`src/rtl/instr_fetch_buffer_if.sv`:
```
// instr_fetch_buffer_if: PC, instruction-memory and decode-side signals of the fetch buffer.
interface instr_fetch_buffer_if #(parameter int CNT_W = 3);
   logic [31:0] pc_in, imem_addr, imem_data, out_instr, out_pc;
   logic flush, imem_rd, fetch_hold, out_valid, out_ready;
   logic [CNT_W-1:0] count;
   modport master (
      input  pc_in, flush, imem_data, out_ready,
      output imem_addr, imem_rd, fetch_hold, out_valid, out_instr, out_pc, count
   );
   modport slave (
      output pc_in, flush, imem_data, out_ready,
      input  imem_addr, imem_rd, fetch_hold, out_valid, out_instr, out_pc, count
   );
endinterface

```
`src/rtl/instr_fetch_buffer.sv`:
```
// instr_fetch_buffer: fetch stage queueing {instruction, pc} pairs; credit-throttles the PC and flushes on branch.
// FETCH_BYPASS_EN: when defined, a response arriving at an empty FIFO is presented to decode in the same cycle.
module instr_fetch_buffer #(
   parameter int DEPTH = 4,
   parameter int CNT_W = 3
) (
   input logic clock,
   input logic reset,
   instr_fetch_buffer_if.master bus
);
   localparam int AW = $clog2(DEPTH);
   logic [31:0] mem_instr [DEPTH];
   logic [31:0] mem_pc [DEPTH];
   logic [AW-1:0] rd_ptr, wr_ptr;
   logic [CNT_W-1:0] count_q;
   logic inflight;
   logic [31:0] inflight_pc;
   logic issue, byp, fifo_valid, push, pop;
   always_comb begin
      // the in-flight read holds a slot so a returning word always has room
      issue = !reset && !bus.flush && (({1'b0, count_q} + (CNT_W+1)'(inflight)) < (CNT_W+1)'(DEPTH));
      fifo_valid = count_q != '0;
`ifdef FETCH_BYPASS_EN
      byp = !fifo_valid && inflight && !bus.flush;
`else
      byp = 1'b0;
`endif
      pop = fifo_valid && bus.out_ready;
      push = inflight && !bus.flush && !(byp && bus.out_ready);
   end
   assign bus.imem_addr = bus.pc_in;
   assign bus.imem_rd = issue;
   assign bus.fetch_hold = reset || (!issue && !bus.flush);
   assign bus.out_valid = fifo_valid || byp;
   assign bus.out_instr = byp ? bus.imem_data : fifo_valid ? mem_instr[rd_ptr] : '0;
   assign bus.out_pc = byp ? inflight_pc : fifo_valid ? mem_pc[rd_ptr] : '0;
   assign bus.count = count_q;
   always_ff @(posedge clock) begin
      inflight_pc <= bus.pc_in;
      if (reset || bus.flush) begin
         rd_ptr <= '0;
         wr_ptr <= '0;
         count_q <= '0;
         inflight <= 1'b0;
      end else begin
         inflight <= issue;
         if (push) wr_ptr <= wr_ptr + 1'b1;
         if (pop) rd_ptr <= rd_ptr + 1'b1;
         count_q <= count_q + CNT_W'(push) - CNT_W'(pop);
      end
   end
   always_ff @(posedge clock) begin
      if (push && !reset) begin
         mem_instr[wr_ptr] <= bus.imem_data;
         mem_pc[wr_ptr] <= inflight_pc;
      end
   end
endmodule

```
`src/flat_wrapper.sv`:
```
// flat-port wrapper written by rule: the top's interface ports become plain ports
module instr_fetch_buffer_flat 
#(
   parameter int DEPTH = 4,
   parameter int CNT_W = 3
)
  (clock, reset, bus_pc_in, bus_flush, bus_imem_data, bus_out_ready, bus_imem_addr, bus_imem_rd, bus_fetch_hold, bus_out_valid, bus_out_instr, bus_out_pc, bus_count);
  instr_fetch_buffer_if #(.CNT_W(CNT_W)) bus_i ();
  input logic clock;
  input logic reset;
  input wire logic [$bits(bus_i.pc_in)-1:0] bus_pc_in;
  input wire logic [$bits(bus_i.flush)-1:0] bus_flush;
  input wire logic [$bits(bus_i.imem_data)-1:0] bus_imem_data;
  input wire logic [$bits(bus_i.out_ready)-1:0] bus_out_ready;
  output wire logic [$bits(bus_i.imem_addr)-1:0] bus_imem_addr;
  output wire logic [$bits(bus_i.imem_rd)-1:0] bus_imem_rd;
  output wire logic [$bits(bus_i.fetch_hold)-1:0] bus_fetch_hold;
  output wire logic [$bits(bus_i.out_valid)-1:0] bus_out_valid;
  output wire logic [$bits(bus_i.out_instr)-1:0] bus_out_instr;
  output wire logic [$bits(bus_i.out_pc)-1:0] bus_out_pc;
  output wire logic [$bits(bus_i.count)-1:0] bus_count;
  assign bus_i.pc_in = bus_pc_in;
  assign bus_i.flush = bus_flush;
  assign bus_i.imem_data = bus_imem_data;
  assign bus_i.out_ready = bus_out_ready;
  assign bus_imem_addr = bus_i.imem_addr;
  assign bus_imem_rd = bus_i.imem_rd;
  assign bus_fetch_hold = bus_i.fetch_hold;
  assign bus_out_valid = bus_i.out_valid;
  assign bus_out_instr = bus_i.out_instr;
  assign bus_out_pc = bus_i.out_pc;
  assign bus_count = bus_i.count;
  instr_fetch_buffer #(.DEPTH(DEPTH), .CNT_W(CNT_W)) u_core (.clock(clock), .reset(reset), .bus(bus_i));
endmodule
```
`config.mk`:
```
export PLATFORM = sky130hd
export DESIGN_NAME = instr_fetch_buffer_flat
export DESIGN_NICKNAME = d
export VERILOG_FILES = /design/src/rtl/instr_fetch_buffer_if.sv /design/src/rtl/instr_fetch_buffer.sv /design/src/flat_wrapper.sv
export SDC_FILE = /design/constraint.sdc
export NUM_CORES = 1
export LEC_CHECK = 0
export ABC_AREA = 0
export CAP_MARGIN = 15
export CORE_ASPECT_RATIO = 0.7
export CORE_MARGIN = 4
export CORE_UTILIZATION = 45
export CTS_BUF_LIST = sky130_fd_sc_hd__clkbuf_2 sky130_fd_sc_hd__clkbuf_4 sky130_fd_sc_hd__clkbuf_8
export CTS_CLUSTER_SIZE = 14
export DETAILED_ROUTE_END_ITERATION = 12
export DONT_BUFFER_PORTS = 1
export PLACE_DENSITY = 0.58
export SLEW_MARGIN = 20
export SYNTH_ARGS = -nofsm -noshare
export SYNTH_HDL_FRONTEND = slang
export SYNTH_SLANG_ARGS = --single-unit
export TNS_END_PERCENT = 50
```
`constraint.sdc`:
```
create_clock -name clock -period 4.1 [get_ports clock]
set_input_delay 0.615 -clock clock [delete_from_list [all_inputs] [get_ports clock]]
set_output_delay 0.615 -clock clock [all_outputs]
set_load 0.01 [all_outputs]
```
# Yosys cells after proc, flatten, opt, wreduce, memory -nomap -nowiden

Memory sizes are Yosys's and may differ from the RTL's. A register that Yosys moved wholly into a read port is not among the register bits.
Index checks and enable logic that the tools add are counted.

$lt $le $gt $ge: 1
Multiply operators: 0
Bitwise gates (word level): 0
Shifts and indexed selects: 0
$add $sub $neg: 5
Reduce and logical (&&, ||, !) cells: 12
Divide/modulo/power cells: 0
Eq/ne operators: 0
Mux-type cells: 8

Operators by type and width:

| kind                  | number |
|---|---|
| $mux W32              | 2 |
| $mux W2               | 4 |
| $logic_and A1 B1 Y1   | 6 |
| $add A2 B1 Y2 const B | 2 |
| $add A3 B1 Y4         | 1 |
| $lt A4 B3 Y1 const B  | 1 |
| $add A3 B1 Y3         | 1 |
| $logic_not A1 Y1      | 3 |
| $reduce_bool A3 Y1    | 1 |
| $sub A3 B1 Y3         | 1 |
| $logic_or A1 B1 Y1    | 2 |
| $mux W1               | 2 |

Bits of input ports: 68
Bits in latches: 0
RAM bits: 256
Word-level logic and storage cells: 33
Memories: 2
ROM bits: 0
Register bits after elaboration: 40

Memory list:

| memory           | words | width | read ports | clocked after Yosys merged registers in | write ports | RTL line                 | source |
|---|---|---|---|---|---|---|---|
| u_core.mem_instr | 4     | 32    | 1          | 1                                       | 1           | instr_fetch_buffer.sv:12 | `logic [31:0] mem_instr [DEPTH];` |
| u_core.mem_pc    | 4     | 32    | 1          | 1                                       | 1           | instr_fetch_buffer.sv:13 | `logic [31:0] mem_pc [DEPTH];` |

# Longest topological paths before layout

Gate-level depths: netlist of run 1.

Depth in word-level cells: 6
Depth in mapped cells: 9
Depth with buffers taken out: 9

# Worst setup path before layout of run 1

Ideal clock, no wire load.

Kind: input -> register
From: input bus_flush
To: memory u_core.mem_instr[0][0], enable pin
Stages on the path: 2
Library setup time: 0.429 ns
Path slack: 1.260 ns
Path buffers: 0
Data required time: 3.671 ns
Arrival time: 2.410 ns
Cells stage by stage: nor2_1 and3_1

Word-level cells in the longest chain between the ends: 5

RTL lines:

| item                          | RTL line                 | source |
|---|---|---|
| start, declared               | flat_wrapper.sv:12       | `input wire logic [$bits(bus_i.flush)-1:0] bus_flush;` |
| $logic_not A1 Y1              | instr_fetch_buffer.sv:29 | `push = inflight && !bus.flush && !(byp && bus.out_ready);` |
| $logic_and A1 B1 Y1           | instr_fetch_buffer.sv:29 |  |
| $logic_and A1 B1 Y1           | instr_fetch_buffer.sv:53 | `if (push && !reset) begin` |
| $mux W1                       | instr_fetch_buffer.sv:53 |  |
| $mux W1 (implied by the code) | instr_fetch_buffer.sv:54 | `mem_instr[wr_ptr] <= bus.imem_data;` |
| end, declared                 | instr_fetch_buffer.sv:12 |  |

No other way between the ends.

==> flow_summary.ini, run 1 <==
[worst_setup_path]
worstPathArrival_ps = 2420
regToRegStartpoint = u_core.bus.count[1]
cp.required_ps = 3480
reg2reg_setup_slack_ps = 1990
path_class = register to output pin
worstReg2RegEnd = u_core.bus.count[2]
cp-start-kind = register
cp-end-kind = output pin
crit_fanout = 20
ff2ff_path_depth = 9

[route]
ant_nets = 0
routedWlPerCell_um = 22.6
viasPerCell = 5.25
drc = 0
drtIter0Drc = 234
drt_pass1_iterations = 4
vias = 4589
routed_wl_um = 19800

[power]
switching_share_pct = 20.1
pwr-share-clk_pct = 41.0
pwr-share-seq_pct = 56.6
comb_power_share_pct = 2.4
peakVddDrop_mv = 0.270
p_switching_uw = 1190
p_per_area_nw_per_um2 = 490
power.leakage_uw = 0.00385
p_int_uw = 4740

[die]
core_area_um2 = 24000
fp.dieH_um = 140
start_util_pct = 46.4
rows = 47
ios = 170
fp.dieW_um = 196
die-area_um2 = 27400

[clock_network]
cts_sinks = 298
htreeDepth = 2
clock_path_buffers = 3
ctsHoldBuffers = 0
postCtsSetupBuffers = 0
clk_latency_ps = 540
cts_root_buffer = clkbuf_8
clkSlewWorstSetupHoldPaths_ps = 70
cts.repair.resized = 0
cts_tree = yes
cts_made_buffers = 45

[logic_synthesis]
synth_top_family_by_area = multiplexers
synth-simple-area-share_pct = 4.52
synth_warnings = 0
syn_nets = 601
seq_area_frac_synth_pct = 76.5
synth_area_um2 = 11100
avgSynthCellArea_um2 = 21.2
synthAdderAreaFrac_pct = 0.966
yosys_register_bits = 298
synth_top_area_share_pct = 69.0
synth.area.top_cells = edfxtp_1 69%, mux4_2 12%, dfxtp_1 7.5%
synth_xor_area_share_pct = 0.314
synth.area.mux_share_pct = 13.2
yosysTopAreaCell = edfxtp_1
synth_compound_area_share_pct = 0.359
synth_cells = 525
yosysUniqueCellTypes = 29

[min_path]
min_from = bus_pc_in[15]
hold_class = primary input to register
timing.hold.worst_endpoint = u_core.inflight_pc[15]
hold_depth = 0

[placement]
gp_congestion = 0.712
numPortBuffers = 0
dpl.hpwl_um = 10900
place_inst = 790

[sta]
final.min_clock_period_ps = 3040
tightest_slew_ps = 1060
slew_headroom_pct = 29.1
fin_skew_ps = 14.3
period_share_pct = 74.1
finalSetupViolations = 0
clock.fmax_mhz = 329
rsz0062_at_grt = false
final-hold-violation-count = 0
maxSlewViolCount = 0
fin_tns_setup_ps = 0

[finish]
finalNonFillerCells = 874
area_delta_synth_final_pct = 8.48
final_common_cell = edfxtp_1
n_fill_cell = 1939
seqCellArea_um2 = 8540
drive_gt1_share_pct = 25.9
final_cell_mix = 256 x edfxtp_1, 67 x and2_1, 60 x mux4_2
multi_input_area_um2 = 2180
final_nets = 595

[grt]
grt_max_degree = 66
grt_pass1_vias = 5119
grt_use_total_pct = 14.5
grt_pass1_wl_um = 30400
grt_remaining_overflow = 0
grt_antenna_before_repair = 3

[flow_run]
drv_cap = 0

[run_status]
status = finished clean
layer usage:
metal | GRT usage (%) | wire (um) | vias to the layer above
met1 | 18.7 | 8420 | 2381
met3 | 5.99 | 1690 | 40
met4 | 4.41 | 383 | 4
met2 | 22.6 | 9230 | 144
li1 | - | - | 2020
met5 | 0 | 27 | -
area by class of cell:
cell class              count  area share (%)
diodes                      1          0.0207
clock buffers              67            6.85
clock inverters            16           0.797
inverters                   6           0.186
multi-input cells         166            18.0
flip-flops and latches    298            70.6
well taps                 318            3.29
repair buffers              2           0.228
cells in the mapped netlist:
cell type  count
and2_1        67
inv_1          6
buf_12         6
edfxtp_1     256
mux4_2        60
o22ai_1        1
fa_1           1
mux2i_1        1
dfxtp_1       42
and3_1         4
or2_2          1
o31ai_1        1
xnor2_1        2
o21bai_1       1
o211a_1        1
buf_2          6
xor2_1         2
buf_4         32
o311ai_0       1
clkbuf_1       9
nor2b_1        1
ha_1           7
nand2_1        1
mux4_1         4
clkbuf_2       1
nor2_1         8
buf_6          1
or3_1          1
nand3b_1       1
state kept, by name (all words and copies together) (netlist names), named ones only:
register            count
u_core.mem_instr      128
u_core.mem_pc         128
u_core.inflight_pc     32
u_core.bus.count        3
u_core.rd_ptr           2
u_core.wr_ptr           2
u_core.inflight         1
logic make-up after synthesis:
logic type / Yosys count
compound gates: 5
xor+xnor: 4
fa+ha+maj: 8
buf+inv: 61
flops: 298
mux: 65
simple gates: 84
metrics by stage:
step	cell area, um2	setup WS (ps)	util, %	power, uW	hold slack, ps
after floorplan	11100	1260	-	3560	438
after global placement	11200	1550	46.5	3560	446
after detailed placement	11200	1530	46.5	3560	462
after CTS	12100	920	50.4	6020	44.0
after global routing	12100	873	50.4	6180	53.3
final	12100	1060	50.4	5920	93.0
power by group through the flow:
| stage | clock network (uW) | logic [uW] | registers, uW |
|---|---|---|---|
| floorplan | 0 | 157 | 3400 |
| global placement | 0 | 146 | 3410 |
| detailed placement | 0 | 148 | 3420 |
| CTS | 2510 | 149 | 3350 |
| global route | 2670 | 159 | 3350 |
| finish | 2430 | 143 | 3350 |
worst max path at each step:
| stage | to | slack (ps) |
|---|---|---|
| 3_5_place_dp | bus_out_instr[9] | 1530 |
| 4_1_cts | bus_out_instr[9] | 920 |
| 6_report | bus_out_instr[18] | 1060 |
| 5_1_grt | bus_out_instr[9] | 870 |
| 3_3_place_gp | bus_out_instr[9] | 1550 |
| 2_1_floorplan | u_core.mem_instr[0][0] | 1260 |
worst max-delay path, stage by stage (launching register included):
cell and delay (ps):
dfxtp_4 620, buf_4 450, mux4_2 570, and2_1 210
Power figures use the tool's default switching activity.
==> run 2: changes to the inputs <==
PLACE_DENSITY = 0.6   (was 0.58)
clock period = 2.6 ns   (was 4.1 ns; I/O delays follow)
==> run 2 against run 1 <==
- non-clock buffer count increased by 78
- critical path depth unchanged
- register-to-register slack got worse by 1500 ps
- flip-flop and latch count unchanged
- die area unchanged
- final cell count increased by 8.6%
- routed wire length increased by 4.1%
- clock skew increased by 4.0 ps
- worst hold slack improved by 45 ps
- utilization increased by 3.5 points
- critical endpoint is now bus_out_instr[27]
- largest power group unchanged
- highest routed layer is now met4
==> flow_summary.ini, run 2 (synthesis gave the netlist of run 1 again) <==
[clock_network]
postCtsSetupBuffers = 0
cts.repair.resized = 0
clkSlewWorstSetupHoldPaths_ps = 60
ctsHoldBuffers = 64
htreeDepth = 2
cts_made_buffers = 44
cts_tree = yes
clock_path_buffers = 3
cts_root_buffer = clkbuf_8
cts_sinks = 298
clk_latency_ps = 540

[sta]
maxSlewViolCount = 0
tightest_slew_ps = 553
clock.fmax_mhz = 410
final.min_clock_period_ps = 2440
slew_headroom_pct = 62.7
fin_skew_ps = 18.3
period_share_pct = 93.8
final-hold-violation-count = 0
fin_tns_setup_ps = 0
finalSetupViolations = 0
rsz0062_at_grt = false

[placement]
dpl.hpwl_um = 12100
numPortBuffers = 0
gp_congestion = 0.717
place_inst = 804
placed_cell_area_um2 = 11300

[power]
p_switching_uw = 1890
power_uw = 9580
peakVddDrop_mv = 0.590
comb_power_share_pct = 3.6
pwr-share-seq_pct = 55.2
switching_share_pct = 19.7
p_per_area_nw_per_um2 = 741
p_int_uw = 7690
pwr-share-clk_pct = 41.3
power.leakage_uw = 0.00423

[route]
ant_nets = 0
vias = 4982
drc = 0
drt_pass1_iterations = 4
routed_wl_um = 20600
viasPerCell = 5.25
routedWlPerCell_um = 21.7
drtIter0Drc = 282

[worst_setup_path]
worstPathArrival_ps = 2050
critical_path.max_stage_delay_ps = 540
cp.required_ps = 2210
cp-end-kind = output pin
path_class = register to output pin
crit_fanout = 39
crit_path_cell_trace = or3_2 > buf_4 > and2_1
cp_slowest_cell = or3_2
cp-start-kind = register

[grt]
grt_use_met1_pct = 21.8
grt_util_met3_pct = 4.11
grt_use_total_pct = 15.3
grt_max_degree = 40
grt-busiest-layer = met2
grt_pass1_vias = 5480
grt_antenna_before_repair = 0
grt_use_met2_pct = 23.7
grt_remaining_overflow = 0
grt_pass1_wl_um = 32300

[die]
ios = 170
fp.dieH_um = 140
start_util_pct = 46.4
core_area_um2 = 24000
rows = 47
die-area_um2 = 27400
fp.dieW_um = 196

[finish]
area_delta_synth_final_pct = 15.9
final_area_um2 = 12900
multi_input_area_um2 = 2170
n_antenna_cell = 0
seqCellArea_um2 = 8540
largestRegisters = u_core.mem_instr x128, u_core.mem_pc x128, u_core.inflight_pc x32
n_fill_cell = 1847
finalNonFillerCells = 949
final_util_pct = 53.9
final_cell_mix = 256 x edfxtp_1, 67 x and2_1, 64 x dlygate4sd3_1
final_common_cell = edfxtp_1
drive_gt1_share_pct = 25.7
final_nets = 672

[min_path]
hold_class = primary input to register

[run_status]
status = finished clean

[flow_run]
drv_cap = 0
==> run 2: final cells by class <==
| cell class | count | area share (%) |
|---|---|---|
| flip-flops and latches | 298 | 66.1 |
| well taps | 318 | 3.08 |
| repair buffers | 80 | 6.37 |
| multi-input cells | 166 | 16.8 |
| inverters | 6 | 0.174 |
| clock inverters | 7 | 0.474 |
| clock buffers | 74 | 7.01 |
==> run 2: per-stage QoR <==
step / hold WS [ps] / setup WS, ps
final: 138 / 161
after global routing: 112 / 31.6
after CTS: 105 / 75.3
after detailed placement: 418 / 483
after global placement: 418 / 538
after floorplan: 418 / 650
==> run 2: path summary, 6_finish.rpt <==
kind,startpoint,endpoint,slack [ps],depth (start not counted)
setup reg to reg,u_core.bus.count[1],u_core.bus.count[2],510,9
setup / recovery,u_core.bus.count[1],bus_out_instr[27],160,3
hold reg to reg,u_core.inflight_pc[3],u_core.mem_pc[2][3],470,0
hold / removal,bus_out_ready,u_core.rd_ptr[0],140,3
==> run 2: metal layers <==
| metal | wire length [um] | share of wire, % | vias up |
|---|---|---|---|
| met5 | 0 | 0 | - |
| met3 | 1150 | 5.6 | 37 |
| met4 | 322 | 1.6 | 0 |
| met1 | 9350 | 45 | 2624 |
| met2 | 9750 | 47 | 142 |
| li1 | - | - | 2179 |
==> run 2: critical path: cells and delay by family, from the launching register on <==
kind / cells / cell delay, ps
and+or+nand+nor: 2 / 810
DFF: 1 / 420
buffers and inverters: 1 / 280
==> run 2: power groups by stage <==
stage               sequential [uW]  clock [uW]  combinational [uW]
finish                         5280        3950                 344
global route                   5280        4340                 378
CTS                            5280        4080                 353
detailed placement             5380           0                 253
global placement               5380           0                 248
floorplan                      5370           0                 247
